$ cat src/rtl/branch_resolve_unit.sv
// Execute-side branch resolver: in-order FIFO of predicted branches, compared against
// resolved outcomes to drive predictor updates, flushes and redirect PCs.
module branch_resolve_unit #(
    parameter int DEPTH = 4,
    parameter int AW    = 16,
    parameter int CNT_W = 16
) (
    input  logic                     clk,
    input  logic                     rst,
    input  logic                     pred_valid,
    input  logic                     pred_not_taken,
    input  logic [AW-1:0]            pred_target,
    input  logic [AW-1:0]            pred_fallthru,
    output logic                     fifo_full,
    input  logic                     resolve_valid,
    input  logic                     resolve_taken,
    output logic                     BR,
    output logic                     Taken,
    output logic                     flush,
    output logic [AW-1:0]            redirect_pc,
    output logic [CNT_W-1:0]         mispredict_cnt,
    output logic                     resolve_err,
    output logic [$clog2(DEPTH):0]   occupancy
);
    localparam int PW = $clog2(DEPTH);
    localparam logic [PW:0] FULL_CNT = (PW+1)'(DEPTH);

    typedef struct packed {
        logic          taken;
        logic [AW-1:0] target;
        logic [AW-1:0] fallthru;
    } entry_t;

    typedef enum logic {RUN, RECOVER} state_t;

    entry_t        mem [DEPTH];
    entry_t        head;
    logic [PW-1:0] rd_ptr, wr_ptr;
    state_t        state, state_nxt;
    logic          pop, push, mis;

    assign head = mem[rd_ptr];
    assign pop  = resolve_valid && (occupancy != '0);
    assign mis  = pop && (head.taken != resolve_taken);
    // A pop frees a slot in the same edge, so a full FIFO may still accept;
    // the younger push is squashed whenever the pop mispredicts.
    assign push = pred_valid && (state == RUN) && ((occupancy != FULL_CNT) || pop) && !mis;

    always_comb begin
        state_nxt = state;
        fifo_full = (occupancy == FULL_CNT);
        case (state)
            RUN:     if (mis) state_nxt = RECOVER;
            RECOVER: begin
                state_nxt = RUN;
                fifo_full = 1'b1;
            end
            default: state_nxt = RUN;
        endcase
    end

    always_ff @(posedge clk or posedge rst) begin
        if (rst) state <= RUN;
        else     state <= state_nxt;
    end

    always_ff @(posedge clk or posedge rst) begin
        if (rst) begin
            rd_ptr    <= '0;
            wr_ptr    <= '0;
            occupancy <= '0;
        end else if (mis) begin
            rd_ptr    <= '0;
            wr_ptr    <= '0;
            occupancy <= '0;
        end else begin
            if (push) wr_ptr <= wr_ptr + 1'b1;
            if (pop)  rd_ptr <= rd_ptr + 1'b1;
            occupancy <= occupancy + (PW+1)'(push) - (PW+1)'(pop);
        end
    end

    always_ff @(posedge clk) begin
        if (push) mem[wr_ptr] <= '{taken: ~pred_not_taken, target: pred_target, fallthru: pred_fallthru};
    end

    always_ff @(posedge clk or posedge rst) begin
        if (rst) begin
            BR             <= 1'b0;
            Taken          <= 1'b0;
            flush          <= 1'b0;
            redirect_pc    <= '0;
            mispredict_cnt <= '0;
            resolve_err    <= 1'b0;
        end else begin
            BR          <= pop;
            Taken       <= pop && resolve_taken;
            flush       <= mis;
            redirect_pc <= mis ? (resolve_taken ? head.target : head.fallthru) : '0;
            if (mis && (mispredict_cnt != '1)) mispredict_cnt <= mispredict_cnt + 1'b1;
            if (resolve_valid && (occupancy == '0)) resolve_err <= 1'b1;
        end
    end
endmodule

$ cat config.mk
export PLATFORM = sky130hd
export DESIGN_NAME = branch_resolve_unit
export DESIGN_NICKNAME = d
export VERILOG_FILES = /design/src/rtl/branch_resolve_unit.sv
export SDC_FILE = /design/constraint.sdc
export NUM_CORES = 1
export LEC_CHECK = 0
export ABC_CLOCK_PERIOD_IN_PS = 3700
export CORE_MARGIN = 1.5
export CORE_UTILIZATION = 45
export DETAILED_ROUTE_END_ITERATION = 8
export PLACE_DENSITY = 0.74
export SKIP_LAST_GASP = 1
export SYNTH_ARGS = -nofsm -noshare
export SYNTH_HDL_FRONTEND = slang
export SYNTH_SLANG_ARGS = --single-unit
$ cat constraint.sdc
create_clock -name clk -period 3.7 [get_ports clk]
set_input_delay 0.555 -clock clk [delete_from_list [all_inputs] [get_ports clk]]
set_output_delay 0.555 -clock clk [all_outputs]
set_load 0.05 [all_outputs]
[Word-level counts from Yosys, hierarchy flattened]
Memory sizes are Yosys's and may differ from the RTL's.
Index checks and enable logic that the tools add are counted.
Operators by class
  add/sub/neg operators: 5
  bitwise logic cells: 2
  equal/unequal tests: 4
  multiplexer cells: 12
  reductions and logical operators: 14
Operators by type and width (count)
  $mux 16: 2
  $add 16x1->16 const B: 1
  $ne 16x16->1 const B: 1
  $logic_and 1x1->1: 8
  $mux 2: 4
  $add 2x1->2 const B: 2
  $mux 1: 4
  $reduce_bool 2->1: 2
  $add 3x1->3: 1
  $eq 3x3->1 const B: 1
  $logic_not 3->1: 1
  $mux 3: 1
  $ne 3x3->1 const B: 1
  $reduce_bool 3->1: 1
  $sub 3x1->3: 1
  $not 1->1: 2
  $pmux 1 s2: 1
  $logic_not 1->1: 1
  $logic_or 1x1->1: 1
  $ne 1x1->1: 1
Storage, ports and cells
  output and inout port bits: 40
  memories kept: 1
  flip-flop bits (word level): 44
  word-level logic and storage cells: 48
  RAM bits: 132
Memory list
  mem: depth 4, bits a word 33, read ports 1, clocked after memory_dff 0, write ports 1, line 36  | entry_t mem [DEPTH];

[Longest topological paths before layout]
Gate-level depths: netlist of run 1.
  word-level depth: 8
  depth in mapped cells: 15
  mapped depth without buffers: 13

[Worst setup path before layout of run 1]
No wires, ideal clock.
  kind: input-to-reg
  from: input port resolve_taken
  to: register occupancy[2]
  data required time: 3.580 ns
  stages on the path: 15
  data arrival time: 2.856 ns
  setup slack: 0.725 ns
  setup time: 0.120 ns
  buffers on the path: 2
  path through: buf_2 -> nor2_1 -> mux2_4 -> or3_1 -> buf_6 -> and2_1 -> inv_1 -> ha_1 -> inv_1 -> ha_1 -> inv_1 -> fa_1 -> xor2_1 -> xnor2_1 -> nor2_1
On the way
  longest elaborated chain between the ends: 7
RTL lines
  from (decl): line 16  | input logic resolve_taken,
  $ne 1x1->1 *: line 44  | assign mis = pop && (head.taken != resolve_taken);
  $logic_and 1x1->1 *: line 44
  $logic_not 1->1: line 47  | assign push = pred_valid && (state == RUN) && ((occupancy != FULL_CNT) || pop) && !mis;
  $logic_and 1x1->1: line 47
  $add 3x1->3: line 79  | occupancy <= occupancy + (PW+1)'(push) - (PW+1)'(pop);
  $sub 3x1->3: line 79
  $mux 3 *: line 72  | end else if (mis) begin
  to (signal assigned): line 79
  to (decl): line 23  | output logic [$clog2(DEPTH):0] occupancy
Mark *: on every way between the ends. The rest lies on a longest branch, timed or not.
A chain may end at the register's enable or synchronous reset.

[Final worst setup path of run 1]
Same ends and word-level chain as after synthesis.

==> metrics, run 1 <==
HP Class=flop to flop; Fmax=350 MHz; Post-CTS Resized=0; post-placement cell count=623; status=finished, final reports clean; count of pins over their slew limit=0; Seq cells post-synth=176; Setup crit end=occupancy[2]; H-tree Lvls=4; core area=0.0147 mm²; Gate Count Post-Synth=368; number of antenna violations at the first check in global routing=0; mapped cell area=0.00686 mm²; Worst Setup Path Type=primary input to flop; Simple-Gate Fraction of Synth Area=6.06%; vias in the first global route=3,748; final std cells w/o fill=between 600 and 700; initial cell density of the core=roughly 47%; chip height=126 µm; grt total ovfl=0; n_diodes=0; drt wl/cell=18.9 µm; Routed WL=12.4 mm; post-synth top area share=57.8%; die area=0.0160 mm²; DRT antenna net count=0; ys async rst share=25.0%; PortBufs=77; type of element capturing the critical path=flop; cell with the most instances after synthesis=edfxtp_1; crit path max fanout=6; Crit path largest cell delay=approximately 490 ps; cell taking the most area after synthesis=edfxtp_1; Reg2Reg Depth=13; fin nets=between 500 and 600; post-synthesis mux area share=between 10% and 20%; Fillers=1,124; CTS buffer count=17; Synth Area in XOR/XNOR=1.92%; Max Cap Viol=0; Ports=78; Clk Latency, worst-skew pair=430 ps; reg-to-reg slack, setup=between 900 and 1000 ps; fin crit period=2860 ps; die width=126 µm; most frequent cells after synthesis=edfxtp_1 (132), dfrtp_1 (44), mux4_2 (32), nor2_1 (27), mux2i_1 (20); Seq/Total Area, Yosys=73.8%; ranking of synthesized cells by area=edfxtp_1 (58%), dfrtp_1 (16%), mux4_2 (11%); number of synthesized flops with an enable pin=132; via count=3,535; pin count of the biggest net entering global routing=34; TritonCTS clock tree=built; Area Growth Syn to Fin=22.3%; worst reg2reg endpoint=occupancy[2]; crit-path most repeated cell=inv_1; CP Cell Sequence=clkdlybuf4s50_1, nor2b_1, mux2_4, or3_1, and2_1, inv_1, ha_1, inv_1, ha_1, inv_1, fa_1, xor2_1, xnor2_1, nor2_1; DR pass1 iterations=4; FP Rows=between 40 and 50; Cell Pwr Density=734 mW/mm²; clk_skew=7.22 ps; main flop type after synthesis=edfxtp_1; Net Count, Synth=a little over 400; share of cells above drive strength 1=17.4%; worst-margin pin slew=909 ps; CTS Buffer Depth=2; CTS Hold Bufs=0; setup repair after global routing missed its margin=no; clock root buffer=clkbuf_16; worst flop-to-flop path startpoint=rd_ptr[1]; CTS sink count=around 180; Via density=between 5 and 6; Leak Pwr=3.00 nW; Slew headroom=39.4%; setup_tns=0 ps; placed wire-length estimate=7.57 mm; period utilization=77.3%; clk slew on worst S/H paths=60 ps; VDD IR max=429 µV; Final setup viols=0; Yosys warning count=0; crit path launch=resolve_taken; Avg Cell Area, Syn=18.6 µm²; Synth Area in Compound Gates=0.584%; number of hold violations in the final report=0; post-synthesis adder-cell area fraction=under 10%; gr usage total=16.9%; largest family of logic cells by synthesized area=multiplexers; CP startpoint kind=primary input; GPL Wtd Cong=0.794; WP data required=4010 ps; Max stage delay cell, worst path=clkdlybuf4s50_1; first-pass GRT wire length=20.0 mm; drt drc=0; Distinct cells, synth=37; Data arrival, critical path=3170 ps; Setup Fix Bufs, Post-CTS=0; DRT iter0 DRCs=around 210
[through the flow]
step	hold slack [ps]	setup WS, ps	total power, mW	utilization, %	cell area [µm²]
floorplan	418	725	4.03	-	6860
global placement	438	478	4.55	53.4	7850
detailed placement	450	398	4.61	53.4	7850
CTS	459	834	6.23	57.1	8390
global route	470	725	6.46	57.1	8390
finish	458	841	6.16	57.1	8390
[logic make-up after synthesis]
family	count (synthesis)
simple gates	81
fa+ha+maj	8
flops	176
mux	57
xor+xnor	15
compound gates	7
buf+inv	24
[routing by layer]
layer | global-route usage (%) | wire [µm] | vias up
met1 | 22.5 | 5420 | 1824
li1 | - | - | 1594
met3 | 5.48 | 677 | 14
met2 | 26.7 | 6150 | 103
met5 | 0 | 0 | -
met4 | 5.41 | 157 | 0
[final cells by class]
type | count | area [µm²] | area share, %
Sequential cell | 176 | 5070 | 60.4
Multi-Input combinational cell | 168 | 1680 | 20.0
Timing Repair Buffer | 85 | 831 | 9.90
Clock buffer | 20 | 457 | 5.44
Tap cell | 184 | 230 | 2.74
Clock inverter | 12 | 81.3 | 0.969
Inverter | 10 | 42.5 | 0.507
[cell usage in the layout, fill, tap and decap left out, types with 2 or more instances in the layout]
cell             Yosys  final
clkbuf_16            0     17
and3_1               7      3
mux2i_1             20     20
inv_2                1      2
inv_6                0      4
and2_1               4      4
mux4_2              32     32
nand2b_1             3      3
nor4_2               2      2
xor2_1               4      4
nand4_1              7      7
clkbuf_8             0      2
clkinvlp_4           0      3
dfrtp_1             44     42
xnor2_1             11     11
buf_4                1      8
inv_1                8      7
dfrtp_2              0      2
edfxtp_1           132    132
nor2_1              27     27
ha_1                 7      7
nor3_1               4      4
clkdlybuf4s50_1      0     77
nand3_1              8      8
o21ai_0              2      2
clkinv_2             0      4
and3_2               0      4
nand2_1             13     13
a31oi_1              2      2
mux2_1               4      4
a21oi_1              2      2
[sequential cells by signal, indices dropped and copies added (netlist names)]
signal	cells
BR	1
Taken	1
flush	1
mem	132
mispredict_cnt	16
occupancy	3
rd_ptr	2
redirect_pc	16
resolve_err	1
state	1
wr_ptr	2
[worst min-delay path by stage]
stage / slack (ps) / endpoint / cells after the start / startpoint
floorplan: 420 / state / 1 / state
global placement: 440 / state / 1 / state
detailed placement: 450 / resolve_err / 1 / resolve_err
CTS: 460 / state / 1 / state
global route: 470 / state / 1 / state
finish: 460 / state / 1 / state
[worst max-delay path, delay by kind of cell]
kind / cells / cell delay [ps]
adders and majority gates: 3 / 720
buffers and inverters: 4 / 640
muxes: 1 / 270
xor gates and xnor gates: 2 / 300
and+or+nand+nor: 4 / 700
[power breakdown]
group          internal [mW]  total, mW  switching, mW
clock network          0.895       1.63          0.735
logic                  0.752       1.85           1.09
registers               2.53       2.68          0.156
Power figures use the tool's default switching activity.
==> inputs of run 2 (changes only) <==
--- a/config.mk
+++ b/config.mk
@@ -5,7 +5,7 @@
 export SDC_FILE = /design/constraint.sdc
 export NUM_CORES = 1
 export LEC_CHECK = 0
-export ABC_CLOCK_PERIOD_IN_PS = 3700
+export ABC_CLOCK_PERIOD_IN_PS = 2900
 export CORE_MARGIN = 1.5
 export CORE_UTILIZATION = 45
 export DETAILED_ROUTE_END_ITERATION = 8
==> constraint.sdc (replaced) <==
create_clock -name clk -period 2.9 [get_ports clk]
set_input_delay 0.435 -clock clk [delete_from_list [all_inputs] [get_ports clk]]
set_output_delay 0.435 -clock clk [all_outputs]
set_load 0.05 [all_outputs]
==> metrics, run 2 (synthesis results as in run 1) <==
DRT iter0 DRCs=251 (+21%); Slew headroom=55.3% (+16 points); drt drc=0 (unchanged); hold slack=316 ps (-142 ps); Cell Pwr Density=940 mW/mm² (+28%); drt wl/cell=18.7 µm (-1.3%); PortBufs=77 (unchanged); Routed WL=12.4 mm (+0.25%); TritonCTS clock tree=built; via count=3,640 (+3.0%); setup_tns=0 ps (unchanged); number of antenna violations at the first check in global routing=0 (unchanged); initial cell density of the core=46.7% (unchanged); fin crit period=2730 ps; Fillers=1,114 (-0.89%); gr usage total=16.9% (-0.047 points); period utilization=94.0%; Core Util, Final=58.0% (+0.95 points); largest register by flop count=mem; DR pass1 iterations=4 (unchanged); DRT antenna net count=0 (unchanged); CTS Buffer Depth=2 (unchanged); die area=0.0160 mm² (unchanged); n_diodes=0 (unchanged); type of element capturing the critical path=flop; WP data required=3200 ps (-810 ps); clk_skew=6.76 ps (-0.468 ps); commonest non-fill, non-tap cell in the layout=edfxtp_1; registers with the most flip-flops=mem: 132 flops, mispredict_cnt: 16 flops, redirect_pc: 16 flops; crit path max fanout=2 (-4); CTS buffer count=17 (unchanged); FP Rows=44 (unchanged); Area Growth Syn to Fin=24.3%; share of cells above drive strength 1=19.3% (+1.9 points); die width=126 µm (unchanged); Via density=5.47 (+1.4%); Leak Pwr=3.07 nW (+2.5%); clk slew on worst S/H paths=60 ps (about the same); grt total ovfl=0 (unchanged); Final WS setup=173 ps (-667 ps); Worst Setup Path Type=flop to flop; Placed Area=0.00795 mm² (+1.3%); chip height=126 µm (unchanged); CTS Hold Bufs=0 (unchanged); clock root buffer=clkbuf_16; vias in the first global route=3,727 (-0.56%); status=finished, final reports clean; worst-margin pin slew=671 ps (-238 ps); most frequent cells in the layout=edfxtp_1 (132), clkdlybuf4s50_1 (77), dfrtp_1 (41); number of hold violations in the final report=0 (unchanged); fin nets=515 (+2.2%); Max Cap Viol=0 (unchanged); H-tree Lvls=4 (unchanged); Fmax=367 MHz; placed wire-length estimate=7.99 mm (+5.5%); first-pass GRT wire length=19.9 mm (-0.41%); GPL Wtd Cong=0.785 (-1.0%); Data arrival, critical path=3030 ps (-140 ps); HP Class=primary input to asynchronous set/reset pin; core area=0.0147 mm² (unchanged); pin count of the biggest net entering global routing=35 (+2.9%); Clk Latency, worst-skew pair=420 ps (about the same); Finished Cell Area=0.00853 mm² (+1.7%); flip-flop count of the largest register after layout=132 (unchanged); count of pins over their slew limit=0 (unchanged); Final setup viols=0 (unchanged); CTS sink count=176 (unchanged); Ports=78 (unchanged); VDD IR max=470 µV (+9.7%); CP startpoint kind=flop; pre-CTS WS=-288 ps (-685 ps); setup repair after global routing missed its margin=no
## run 2: layout make-up
class / instances / area (µm²) / area share (%)
Tap cell: 184 / 230 / 2.70
Clock inverter: 7 / 77.6 / 0.909
Multi-Input combinational cell: 168 / 1690 / 19.8
Sequential cell: 176 / 5070 / 59.4
Clock buffer: 24 / 482 / 5.65
Timing Repair Buffer: 96 / 938 / 11.0
Inverter: 10 / 42.5 / 0.499
## run 2: where the power goes
group,leakage [nW],internal (mW),switching (mW)
clock network,0.272,1.25,0.891
registers,1.78,3.22,0.197
logic,1.02,1.03,1.43
total,3.07,5.50,2.51
## run 2: repair_timing
action | 4_1_cts | 5_1_grt
resized for setup | 0 | 2
endpoints found under the setup margin | 0 | 1
endpoints found under the hold margin | 0 | 0
setup buffers | 0 | 1
## run 2: worst paths after layout
path	startpoint	to	slack (ps)	depth (start not counted)
max	rd_ptr[1]	occupancy[2]	170	13
min	rst	mispredict_cnt[9]	320	2
max reg2reg	rd_ptr[1]	occupancy[2]	170	13
min reg2reg	resolve_err	resolve_err	460	1
max in group asynchronous	rst	occupancy[2]	2000	3
min in group clk	resolve_err	resolve_err	460	1
## run 2: worst max-delay path: stages, from the launching register on
cell and delay, ps:
dfrtp_1 370, mux2i_1 240, mux2_4 320, or3_1 320, and2_1 140, inv_1 50
ha_1 220, inv_1 60, ha_1 130, inv_1 50, fa_2 350, xor2_2 160
xnor2_1 150, nor2_1 60
## run 2: through the flow
step,std cells,total power [mW]
floorplan,368,5.15
global placement,633,5.87
detailed placement,633,5.93
CTS,664,8.09
global route,665,8.42
finish,665,8.02
## run 2: per-layer routing
metal	share of wire, %	global-route usage, %	up-vias	routed length (µm)
met5	0	0	-	0
met4	0.76	5.88	0	94
met3	5.5	4.68	10	685
met2	51	27.2	137	6290
met1	43	22.2	1868	5360
li1	-	-	1625	-
==> inputs of run 3 (changes only) <==
--- a/config.mk
+++ b/config.mk
@@ -10,7 +10,6 @@
 export CORE_UTILIZATION = 45
 export DETAILED_ROUTE_END_ITERATION = 8
 export PLACE_DENSITY = 0.74
-export SKIP_LAST_GASP = 1
 export SYNTH_ARGS = -nofsm -noshare
 export SYNTH_HDL_FRONTEND = slang
 export SYNTH_SLANG_ARGS = --single-unit
==> results of run 3 <==
Same layout as run 2: the final DEF is identical, and so are final timing and power.
